[src/rtl/idecode_pkg.sv]
// Shared decode constants: opcode classes, micro-code count table, bubble value and
// field offsets of the 92-bit decode-to-CU bundle.
package idecode_pkg;

  localparam logic [5:0] OP_NOP     = 6'h00;
  localparam logic [5:0] OP_BR_BASE = 6'h10;

  localparam logic [7:0] UCADDR_BUBBLE = 8'hFF;

  // Bundle layout
  localparam int unsigned BUNDLE_W  = 92;
  localparam int unsigned F_INSTR   = 0;
  localparam int unsigned F_UCADDR  = 32;
  localparam int unsigned F_UCCNT   = 40;
  localparam int unsigned F_IMM     = 43;
  localparam int unsigned F_NT_ADDR = 75;
  localparam int unsigned F_BR_PC   = 83;
  localparam int unsigned F_TAKEN   = 91;

  // Bubble: NOP word, micro-code address 0xFF, everything else zero
  localparam logic [BUNDLE_W-1:0] BUNDLE_BUBBLE =
      (BUNDLE_W'(UCADDR_BUBBLE) << F_UCADDR) | BUNDLE_W'({OP_NOP, 26'd0});

  // Micro-op count per opcode[4:0]: (idx mod 7) + 1
  localparam logic [2:0] UCODE_CNT [32] = '{
    3'd1, 3'd2, 3'd3, 3'd4, 3'd5, 3'd6, 3'd7,
    3'd1, 3'd2, 3'd3, 3'd4, 3'd5, 3'd6, 3'd7,
    3'd1, 3'd2, 3'd3, 3'd4, 3'd5, 3'd6, 3'd7,
    3'd1, 3'd2, 3'd3, 3'd4, 3'd5, 3'd6, 3'd7,
    3'd1, 3'd2, 3'd3, 3'd4
  };

  localparam logic [1:0] BHT_INIT = 2'b01;

  // Branch class is opcodes 0x10-0x17
  function automatic logic is_branch(input logic [5:0] op);
    return op[5:3] == OP_BR_BASE[5:3];
  endfunction

endpackage

[src/rtl/idecode_bht.sv]
// 2-bit saturating branch history table. Lookup is combinational from the current
// counters, so a same-cycle update to the same index is not visible until next cycle.
module idecode_bht import idecode_pkg::*; #(
  parameter int unsigned IDX_W = 4
) (
  input  logic             clk,
  input  logic             rst,
  input  logic [IDX_W-1:0] lookup_idx,
  output logic [1:0]       lookup_ctr,
  input  logic             upd_en,
  input  logic [IDX_W-1:0] upd_idx,
  input  logic             upd_taken
);

  localparam int unsigned Entries = 1 << IDX_W;

  logic [1:0] ctr_q [Entries];

  assign lookup_ctr = ctr_q[lookup_idx];

  // Counter array: saturating increment on taken, decrement on not-taken
  always_ff @(posedge clk or negedge rst) begin
    if (!rst) begin
      ctr_q <= '{default: BHT_INIT};
    end else if (upd_en) begin
      if (upd_taken && ctr_q[upd_idx] != 2'b11) begin
        ctr_q[upd_idx] <= ctr_q[upd_idx] + 2'd1;
      end else if (!upd_taken && ctr_q[upd_idx] != 2'b00) begin
        ctr_q[upd_idx] <= ctr_q[upd_idx] - 2'd1;
      end
    end
  end

endmodule

[src/rtl/idecode_cu_issue.sv]
// Decode-side issue stage: 2-entry instruction queue, opcode decode into the CU bundle,
// branch prediction and fetch redirect. Define IDECODE_BHT_EN for BHT-based prediction;
// otherwise backward branches are predicted taken and the BHT update ports are ignored.
module idecode_cu_issue import idecode_pkg::*; #(
  parameter int unsigned BHT_IDX_W  = 4,
  parameter int unsigned FIFO_DEPTH = 2
) (
  input  logic                clk,
  input  logic                rst,
  input  logic                flush_pipeline,
  input  logic                fetch_valid,
  input  logic [31:0]         fetch_instr,
  input  logic [7:0]          fetch_pc,
  output logic                fetch_ready,
  input  logic                cu_exec_ready,
  output logic [BUNDLE_W-1:0] idecode_cu_interface,
  output logic                redirect_valid,
  output logic [7:0]          redirect_addr,
  input  logic                bht_upd_en,
  input  logic [7:0]          bht_upd_pc,
  input  logic                bht_upd_taken
);

  localparam logic [1:0] QDepth = 2'(FIFO_DEPTH);

  // Queue is a 2-slot shift register; slot 0 is always the head
  logic [31:0]         q_instr_q [2];
  logic [31:0]         q_instr_d [2];
  logic [7:0]          q_pc_q    [2];
  logic [7:0]          q_pc_d    [2];
  logic [1:0]          count_q, count_d;
  logic                fetch_ready_q;
  logic [BUNDLE_W-1:0] out_q, out_d;
  logic                redirect_valid_q, redirect_valid_d;
  logic [7:0]          redirect_addr_q, redirect_addr_d;

  logic [31:0]         head_instr;
  logic [7:0]          head_pc;
  logic [5:0]          head_op;
  logic                pred_taken;
  logic [BUNDLE_W-1:0] dec;
  logic                push, issue, redirect, out_bubble;

  assign head_instr = q_instr_q[0];
  assign head_pc    = q_pc_q[0];
  assign head_op    = head_instr[31:26];

`ifdef IDECODE_BHT_EN
  logic [1:0] bht_ctr;

  idecode_bht #(
    .IDX_W (BHT_IDX_W)
  ) u_bht (
    .clk        (clk),
    .rst        (rst),
    .lookup_idx (head_pc[BHT_IDX_W-1:0]),
    .lookup_ctr (bht_ctr),
    .upd_en     (bht_upd_en),
    .upd_idx    (bht_upd_pc[BHT_IDX_W-1:0]),
    .upd_taken  (bht_upd_taken)
  );

  assign pred_taken = bht_ctr[1];
`else
  logic unused_bht;
  assign unused_bht = ^{bht_upd_en, bht_upd_pc, bht_upd_taken, 1'(BHT_IDX_W)};
  // Static rule: backward branch predicted taken
  assign pred_taken = head_instr[7:0] < head_pc;
`endif

  // Decode the queue head into a bundle; illegal opcodes become a bubble carrying the word
  always_comb begin
    dec = BUNDLE_BUBBLE;
    dec[F_INSTR +: 32] = head_instr;
    if (!head_op[5]) begin
      dec[F_UCADDR +: 8] = {head_op[4:0], 3'b000};
      dec[F_UCCNT +: 3]  = UCODE_CNT[head_op[4:0]];
      dec[F_IMM +: 32]   = {{16{head_instr[15]}}, head_instr[15:0]};
      if (is_branch(head_op)) begin
        dec[F_NT_ADDR +: 8] = head_pc + 8'd1;
        dec[F_BR_PC +: 8]   = head_pc;
        dec[F_TAKEN]        = pred_taken;
      end
    end
  end

  assign push       = fetch_valid & fetch_ready_q;
  assign out_bubble = out_q[F_UCADDR +: 8] == UCADDR_BUBBLE;
  assign issue      = (count_q != 2'd0) && (out_bubble || cu_exec_ready);
  assign redirect   = issue && dec[F_TAKEN];

  // Next-state: flush beats issue/redirect beats push
  always_comb begin
    q_instr_d        = q_instr_q;
    q_pc_d           = q_pc_q;
    count_d          = count_q;
    out_d            = out_q;
    redirect_valid_d = 1'b0;
    redirect_addr_d  = redirect_addr_q;
    if (flush_pipeline) begin
      count_d = 2'd0;
      out_d   = BUNDLE_BUBBLE;
    end else if (issue) begin
      out_d = dec;
      if (redirect) begin
        // Younger queued and same-cycle fetched words are on the wrong path
        count_d          = 2'd0;
        redirect_valid_d = 1'b1;
        redirect_addr_d  = head_instr[7:0];
      end else begin
        q_instr_d[0] = q_instr_q[1];
        q_pc_d[0]    = q_pc_q[1];
        count_d      = count_q - 2'd1;
        if (push) begin
          q_instr_d[count_q[1]] = fetch_instr;
          q_pc_d[count_q[1]]    = fetch_pc;
          count_d               = count_q;
        end
      end
    end else begin
      // No issue with cu_exec_ready set implies an empty queue
      if (cu_exec_ready) out_d = BUNDLE_BUBBLE;
      if (push) begin
        q_instr_d[count_q[0]] = fetch_instr;
        q_pc_d[count_q[0]]    = fetch_pc;
        count_d               = count_q + 2'd1;
      end
    end
  end

  // State registers
  always_ff @(posedge clk or negedge rst) begin
    if (!rst) begin
      q_instr_q        <= '{default: '0};
      q_pc_q           <= '{default: '0};
      count_q          <= 2'd0;
      fetch_ready_q    <= 1'b1;
      out_q            <= BUNDLE_BUBBLE;
      redirect_valid_q <= 1'b0;
      redirect_addr_q  <= 8'd0;
    end else begin
      q_instr_q        <= q_instr_d;
      q_pc_q           <= q_pc_d;
      count_q          <= count_d;
      fetch_ready_q    <= count_d < QDepth;
      out_q            <= out_d;
      redirect_valid_q <= redirect_valid_d;
      redirect_addr_q  <= redirect_addr_d;
    end
  end

  assign fetch_ready          = fetch_ready_q;
  assign idecode_cu_interface = out_q;
  assign redirect_valid       = redirect_valid_q;
  assign redirect_addr        = redirect_addr_q;

endmodule

[config.mk]
export PLATFORM = sky130hd
export DESIGN_NAME = idecode_cu_issue
export DESIGN_NICKNAME = d
export VERILOG_FILES = /design/src/rtl/idecode_pkg.sv /design/src/rtl/idecode_bht.sv /design/src/rtl/idecode_cu_issue.sv
export SDC_FILE = /design/constraint.sdc
export NUM_CORES = 1
export LEC_CHECK = 0
export CORE_UTILIZATION = 51
export CTS_CLUSTER_DIAMETER = 40
export CTS_CLUSTER_SIZE = 8
export DETAILED_ROUTE_END_ITERATION = 6
export MAX_ROUTING_LAYER = met4
export PLACE_DENSITY_LB_ADDON = 0.2
export REMOVE_ABC_BUFFERS = 1
export SYNTH_ARGS = -nofsm -noshare
export SYNTH_HDL_FRONTEND = slang
export SYNTH_SLANG_ARGS = --single-unit
[constraint.sdc]
create_clock -name clk -period 3 [get_ports clk]
set_clock_uncertainty 0.05 [all_clocks]
set_input_delay 0.9 -clock clk [delete_from_list [all_inputs] [get_ports clk]]
set_output_delay 0.9 -clock clk [all_outputs]
set_load 0.02 [all_outputs]
======== Word-level counts from Yosys, hierarchy flattened ========
Memory sizes are Yosys's and may differ from the RTL's.
Cells that the tools add are included.
storage, ports and cells
  bits in registers ....................... 184
  bits in read-only memories .............. 96
  bits of input ports ..................... 55
  output and inout port bits .............. 102
  word-level logic and storage cells ...... 75
  memories kept ........................... 1
cells by class
  add/sub/neg operators ................... 3
  order comparisons ....................... 7
  equality and inequality tests ........... 3
  mux-type cells .......................... 35
  bitwise operators ....................... 5
  reduce and logical (&&, ||, !) cells .... 12
memory list
  memory           depth  bits a word  read ports  clocked after Yosys merged registers in  write ports  line                    text
  (no name shown)  32     3            1           0                                        0            idecode_cu_issue.sv:77  dec[F_UCCNT +: 3] = UCODE_CNT[head_op[4:0]];
operators with widths
  cell                 count
  $mux 92              3
  $mux 64              4
  $bwmux 64            2
  $demux 32 s1         2
  $mux 16              4
  $mux 32              2
  $mux 60              1
  $bwmux 16            2
  $mux 17              1
  $demux 8 s1          2
  $mux 8               2
  $mux 2               5
  $add 8x1->8 const B  1
  $eq 8x8->1 const B   1
  $lt 8x8->1           1
  $ge 6x6->1 const B   1
  $mux 3               2
  $not 5->6            1
  $reduce_and 3->1     2
  $reduce_bool 2->1    3
  $ge 2x2->1 const B   2
  $logic_and 1x1->1    4
  $lt 2x1->1 const B   2
  $not 1->2            2
  other kinds (11)     13

======== Longest topological paths before layout ========
Gate-level depths: netlist of run 1.
  depth in word-level cells ............... 10
  mapped depth ............................ 10
  mapped depth without buffers ............ 7

======== Least setup slack after synthesis of run 1 ========
OpenSTA, ideal clock, no wires.
  path type ............................... input-to-reg
  start point ............................. input port cu_exec_ready
  end point ............................... register q_instr_q, in the netlist head_instr[26]
  library setup time ...................... 0.079 ns
  arrival time ............................ 2.343 ns
  data required time ...................... 2.871 ns
  path slack .............................. 0.528 ns
  stages .................................. 7
  buffers on the path ..................... 2
  path through ............................ inv_1 o22ai_1 mux2i_1 buf_2 buf_1 a22oi_1 mux2i_1
between the ends
  cells in the longest elaborated chain, start to end .. 5
  elaborated cells on any way between the ends .. 7
  those cells by class .................... eq/ne (1); mux (1); reduce/logical (5)
RTL lines
  what                        line                     text
  start, declared             idecode_cu_issue.sv:15   input logic cu_exec_ready,
  $logic_or 1x1->1 (*)        idecode_cu_issue.sv:89   assign issue = (count_q != 2'd0) && (out_bubble || cu_exec_ready);
  $logic_and 1x1->1 (*)       idecode_cu_issue.sv:89
  $logic_and 1x1->1           idecode_cu_issue.sv:90   assign redirect = issue && dec[F_TAKEN];
  $ne 2x2->1 (no line)        n/a
  $reduce_and 3->1 (no line)  n/a
  end signal, assigned        idecode_cu_issue.sv:142  q_instr_q <= q_instr_d;
  end, declared               idecode_cu_issue.sv:27   logic [31:0] q_instr_q [2];
Every way passes the cells marked *; elsewhere a longest branch is shown, timed or not.
A chain may end at the register's enable or synchronous reset.

======== Worst setup path in the final report of run 1 ========
  start point ............................. register count_q[0]
  end point ............................... register q_instr_q[9] in the netlist's numbering
between the ends
  cells in the longest elaborated chain, start to end .. 8
  elaborated cells on any way between the ends .. 16
  those cells by class .................... order compare (2); eq/ne (1); mux (5); bitwise (1); reduce/logical (7)
RTL lines
  what                                                            line                     text
  start, declared                                                 idecode_cu_issue.sv:31   logic [1:0] count_q, count_d;
  start signal, assigned                                          idecode_cu_issue.sv:144  count_q <= count_d;
  $not 1->2 (implied by the code)                                 idecode_cu_issue.sv:124  q_instr_d[count_q[0]] = fetch_instr;
  $ge 2x2->1 (implied by the code) or $lt 2x1->1 (tied branches)  idecode_cu_issue.sv:124
  $logic_and 1x1->1 (implied by the code)                         idecode_cu_issue.sv:124
  $mux 32 (implied by the code)                                   idecode_cu_issue.sv:124
  $demux 32 s1                                                    idecode_cu_issue.sv:124
  $bwmux 64                                                       idecode_cu_issue.sv:124
  $mux 64                                                         idecode_cu_issue.sv:123  if (push) begin
  $mux 64                                                         idecode_cu_issue.sv:103  end else if (issue) begin
Several ways; a longest one is shown, not always the timed one. The select of a mux whose other input is x is not followed.

==> run metrics, run 1 <==
Critical Path Fanout Max 26; Worst Path Arrival 3.07 ns; cts bufs inserted 17; Core ar. 14,100 sq um; CTS hold repair buffers 0; Resized cells post-CTS 0; post-route ant nets 0; Cell Area, Synth 7520 sq um; setup_tns 0 ns; outcome completed; Final Hold Violating Endpoints 0; Starting Density 53.1%; TritonCTS clock tree yes; ANT cells 0; CTS Root Cell clkbuf_16; nets 817; post-synthesis adder-cell area fraction 2.33%; fin area 9840 sq um; Crit Path Class reg -> reg; Final setup viols 0; Power, Total 0.0113 W; register area share after synthesis 55.4%; Die Area 15,200 sq um; register-to-register setup slack 0.21 ns; post-route insts no fill 939; Die Wd 123 um; CTS max path bufs 2; Leak 4.32 nW; Layout Area Growth over Synthesis 30.9%; Max rail drop VDD 0.000576 V; clock latency on the worst-skew pair 0.41 ns; multiplexer area fraction after synthesis 13.6%; Final Cycle Share 93.0%; DP Cell Count 909; Post-Place Worst Slack -0.0844 ns; # Max-Cap Violations 0; reg2reg end q_instr_q[9]; FFs w/ async S/R, synth 100%; clock sink total 166; H-tree depth 4; via/cell ratio 5.71; final slew viol count 0; GR Util All Layers 25.7%; # DRC 0; Post-Synthesis Cells 615; Slew headroom 64.8%; Synth Area in Compound Gates 14.9%; antenna violations before repair 0; GPL Wtd Cong 0.778; Yosys reg bits 166; placed cell area 9240 sq um; fill count 1,007; sw frac 37.7%; drt pass-1 iters 4; crit end category register; IO buf count 146; R2R depth 8; internal power 0.00705 W; power density over the cells 1150 nW/um^2; unique cell type count in the Yosys netlist 50; DP Wirelength 11,700 um; Seq pwr share 33.8%; vias in the first global route 5,552; r2r startpoint count_q[0]; Reg clk slew, reported paths 0.06 ns; worst slew pin tran 0.528 ns; first-pass GRT wire length 28,500 um; Die Height 123 um; predominant post-synthesis flop cell dfrtp_1; Slowest Stage Delay on Critical Path 0.50 ns; Min-Delay Path Class in -> async; Sw Pwr 0.00426 W; synth warn 0; cell row count 43; share of layout cells above drive strength 1 14.0%; fin crit period 2.79 ns; Required @ worst endpoint 3.28 ns; syn avg cell area 12.2 sq um; GRT Residual Overflow 0; largest family of logic cells by synthesized area compound AO/OA/AOI/OAI gates; startpoint types register; clock share of power 19.6%; slowest CP cell or4_4; Synth Area in Simple Gates 5.28%; DR WL/cell 19.0 um; IO Pins 157; Comb pwr share 46.6%; 1st-iter DRT viols 359; worst setup margin 0.209 ns; Via Count 5,364; Max Fclk 0.358 GHz; EDFF count, synth 0; Post-Synth XOR/XNOR Area 0.932%; RSZ-0062 raised after global routing no; largest net degree at the start of global routing 59; drt total wl 17,900 um; Cell Chain, Critical Path inv_1 -> ha_1 -> nand4b_4 -> o22a_2 -> or4_4 -> o22ai_4 -> buf_12 -> mux2i_1; setup bufs post-CTS 0
-- layer usage --
metal | global-route usage [%] | part of all wire (%) | vias up
met3 | 6.18 | 5.9 | 22
met2 | 40.7 | 49 | 170
met5 | - | 0 | -
met1 | 32.5 | 44 | 2751
met4 | 8.51 | 1.4 | 0
li1 | - | - | 2421
-- cells by family after synthesis --
| family | after synthesis |
|---|---|
| flops | 166 |
| compound gates | 132 |
| buf+inv | 115 |
| mux | 96 |
| simple gates | 84 |
| fa+ha+maj | 14 |
| xor+xnor | 8 |
-- metrics by stage --
step,util (%),hold WS (ns)
after global routing,69.5,0.432
after detailed placement,65.3,0.428
after CTS,69.5,0.410
final,69.5,0.400
after global placement,65.3,0.409
after floorplan,-,0.419
-- flip-flops by register name, indices dropped and copies added, names as in the netlist --
signal	cells
head_pc	8
count_q	2
redirect_valid	1
q_instr_q	32
head_instr	32
redirect_addr	8
fetch_ready	1
q_pc_q	8
idecode_cu_interface	74
-- cell usage after synthesis, types with 8 or more instances --
cell,n,area (sq um)
dfrtp_1,159,3980
a22o_1,95,832
mux2i_1,58,581
inv_1,55,206
nand2_1,49,184
mux2_2,28,315
clkbuf_1,24,90.1
buf_4,22,165
ha_1,14,175
a22oi_1,11,82.6
mux2_1,9,101
buf_2,8,40.0
nand3_1,8,40.0
-- worst max-delay path by stage --
| stage | slack, ns | from | end |
|---|---|---|---|
| after floorplan | -2.02 | cu_exec_ready | idecode_cu_interface[41] |
| after global placement | -0.01 | cu_exec_ready | q_instr_q[9] |
| after detailed placement | -0.08 | cu_exec_ready | q_instr_q[9] |
| after CTS | 0.19 | count_q[0] | q_instr_q[9] |
| after global routing | 0.10 | count_q[0] | q_instr_q[16] |
| final | 0.21 | count_q[0] | q_instr_q[9] |
-- layout make-up --
type                       instances  area (sq um)  share of cell area, %
clock buffer                      21           470                   4.78
clock inverter                     9           126                   1.28
inverter                          55           206                   2.10
multi-input combinational        334          2840                   28.8
sequential                       166          4160                   42.3
tap                              180           225                   2.29
timing repair buffer             174          1810                   18.4
-- power groups by stage --
stage / clock network (W) / registers [W] / logic (W)
floorplan: 0 / 0.00413 / 0.00265
global placement: 0 / 0.00379 / 0.00510
detailed placement: 0 / 0.00384 / 0.00524
CTS: 0.00225 / 0.00382 / 0.00531
global route: 0.00235 / 0.00393 / 0.00568
finish: 0.00222 / 0.00382 / 0.00527
-- critical path: cells and delay by family (launching register included) --
kind / cells / cell delay (ns)
AND/OR/NAND/NOR: 2 / 0.70
flip-flops: 1 / 0.48
AO/OA/AOI/OAI: 2 / 0.47
buffers and inverters: 2 / 0.46
adder cells (fa/ha/maj): 1 / 0.30
multiplexers: 1 / 0.25
-- layout by cell type, fill, tap and decap left out, types with 3 or more instances in the layout --
cell | netlist | final
a21oi_1 | 6 | 6
a22o_1 | 95 | 95
a22oi_1 | 11 | 11
buf_12 | 0 | 11
buf_4 | 22 | 17
bufinv_16 | 0 | 3
clkbuf_16 | 0 | 17
clkbuf_8 | 0 | 3
clkdlybuf4s50_1 | 0 | 145
clkinv_2 | 0 | 4
dfrtp_1 | 159 | 159
dfstp_2 | 7 | 7
ha_1 | 14 | 14
inv_1 | 55 | 55
mux2_1 | 9 | 9
mux2_2 | 28 | 28
mux2i_1 | 58 | 56
nand2_1 | 49 | 49
nand3_1 | 8 | 8
nor2_1 | 7 | 7
o21ai_0 | 3 | 3
or3_1 | 4 | 4
xnor2_1 | 6 | 6
(Power assumes the default switching activity.)
==> run 2, diff against run 1 <==
--- a/config.mk
+++ b/config.mk
@@ -10,7 +10,7 @@
 export CTS_CLUSTER_SIZE = 8
 export DETAILED_ROUTE_END_ITERATION = 6
 export MAX_ROUTING_LAYER = met4
-export PLACE_DENSITY_LB_ADDON = 0.2
+export PLACE_DENSITY_LB_ADDON = 0.3
 export REMOVE_ABC_BUFFERS = 1
 export SYNTH_ARGS = -nofsm -noshare
 export SYNTH_HDL_FRONTEND = slang
==> run 2 against run 1 <==
Effect of this change: non-clock buffer count increased by 5; sequential share of layout area decreased by 0.12 points; cell area increased by 0.28%; core utilization increased by 0.19 points; critical path depth unchanged.
==> run metrics, run 2 (synthesis results as in run 1) <==
outcome completed; Reg clk slew, reported paths 0.06 ns; sw frac 37.9%; final slew viol count 0; Seq pwr share 33.4%; post-route ant nets 0; Leak 4.33 nW; IO buf count 146; GR Util All Layers 26.4%; Comb pwr share 47.0%; drt pass-1 iters 4; Sw Pwr 0.00432 W; Required @ worst endpoint 3.30 ns; nets 822; Final setup viols 0; CTS hold repair buffers 0; slowest CP cell or4_4; Post-Place Worst Slack -0.0681 ns; crit end category register; fin crit period 2.76 ns; GPL Wtd Cong 0.807; via/cell ratio 5.68; worst setup margin 0.240 ns; most frequent cells in the layout dfrtp_1 (159), clkdlybuf4s50_1 (145), a22o_1 (95); clock latency on the worst-skew pair 0.43 ns; Die Height 123 um; H-tree depth 4; share of layout cells above drive strength 1 14.5%; Critical Path Fanout Max 22; Crit Path Class reg -> reg; DP Wirelength 12,200 um; worst slew pin tran 0.538 ns; TritonCTS clock tree yes; CTS Root Cell clkbuf_16; DR WL/cell 19.1 um; setup bufs post-CTS 0; Largest register FFs 74; cts bufs inserted 17; 1st-iter DRT viols 380; Slew headroom 64.1%; startpoint types register; Max rail drop VDD 0.000580 V; clock sink total 166; power density over the cells 1150 nW/um^2; ANT cells 0; internal power 0.00706 W; Core Util, Final 69.7%; IO Pins 157; CTS max path bufs 2; antenna violations before repair 0; Resized cells post-CTS 0; Starting Density 53.1%; Worst Path Arrival 3.06 ns; Max Fclk 0.362 GHz; Final Cycle Share 92.0%; vias in the first global route 5,631; Final Hold Violating Endpoints 0; largest net degree at the start of global routing 55; first-pass GRT wire length 29,100 um; Via Count 5,375; Cell Chain, Critical Path inv_1 -> ha_1 -> nand4b_4 -> o22a_2 -> or4_4 -> o22ai_4 -> buf_12 -> mux2i_1; cell row count 43; Die Area 15,200 sq um; GRT Residual Overflow 0; Slowest Stage Delay on Critical Path 0.50 ns; # Max-Cap Violations 0; Layout Area Growth over Synthesis 31.3%; clock share of power 19.6%; Core ar. 14,100 sq um; leading cell type in the layout, fill and taps excluded dfrtp_1; # DRC 0; Die Wd 123 um; RSZ-0062 raised after global routing no; drt total wl 18,100 um; Min-Delay Path Class in -> async
[run 2: changes by cell type in the layout (fill, tap and decap cells not counted)]
| cell | before | now |
|---|---|---|
| clkinvlp_4 | 1 | 3 |
| clkinv_2 | 4 | 2 |
| buf_4 | 17 | 23 |
| clkbuf_1 | 1 | 3 |
| clkbuf_8 | 3 | 1 |
| buf_12 | 11 | 10 |
| inv_6 | 0 | 2 |
[run 2: area by class of cell]
cell class,count,area (sq um)
fill,1009,4280
sequential,166,4160
clock inverter,11,149
timing repair buffer,179,1840
clock buffer,21,450
inverter,55,206
tap,180,225
multi-input combinational,334,2840
[run 2: stage by stage]
stage / power, W / hold WS, ns / TNS, ns / cells / area (sq um)
after detailed placement: 0.00917 / 0.419 / -1.47 / 914 / 9270
final: 0.0114 / 0.355 / 0 / 946 / 9870
after floorplan: 0.00678 / 0.419 / -178.44 / 555 / 7150
after CTS: 0.0114 / 0.361 / 0 / 946 / 9870
after global routing: 0.0120 / 0.387 / 0 / 946 / 9870
after global placement: 0.00894 / 0.412 / 0 / 914 / 9270
[run 2: critical path, delay by kind of cell (launching register included)]
kind	cells	cell delay (ns)
AND/OR/NAND/NOR	2	0.70
AO/OA/AOI/OAI	2	0.50
flip-flops	1	0.49
buffers and inverters	2	0.43
adder cells (fa/ha/maj)	1	0.28
multiplexers	1	0.23
[run 2: worst paths after layout]
check	start	to	slack, ns	cells after the start
worst min register to register	idecode_cu_interface[91]	idecode_cu_interface[91]	0.43	1
worst max register to register	count_q[0]	q_instr_q[14]	0.24	8
worst min-delay path	rst	idecode_cu_interface[83]	0.36	1
min in group clk	idecode_cu_interface[91]	idecode_cu_interface[91]	0.43	1
max in group asynchronous	rst	head_instr[19]	1.78	2
worst max-delay path	count_q[0]	q_instr_q[14]	0.24	8
[run 2: metal layers]
| layer | GRT usage (%) | share of wire (%) |
|---|---|---|
| met1 | 33.0 | 44 |
| met2 | 42.3 | 49 |
| met3 | 6.23 | 5.8 |
| met4 | 9.11 | 1.5 |
| met5 | - | 0 |
[run 2: power by group through the flow]
| stage | combinational (W) | clock, W | sequential (W) |
|---|---|---|---|
| 5_1_grt | 0.00575 | 0.00235 | 0.00392 |
| 3_5_place_dp | 0.00534 | 0 | 0.00383 |
| 4_1_cts | 0.00539 | 0.00225 | 0.00381 |
| 3_3_place_gp | 0.00516 | 0 | 0.00377 |
| 6_report | 0.00535 | 0.00223 | 0.00381 |
| 2_1_floorplan | 0.00265 | 0 | 0.00413 |
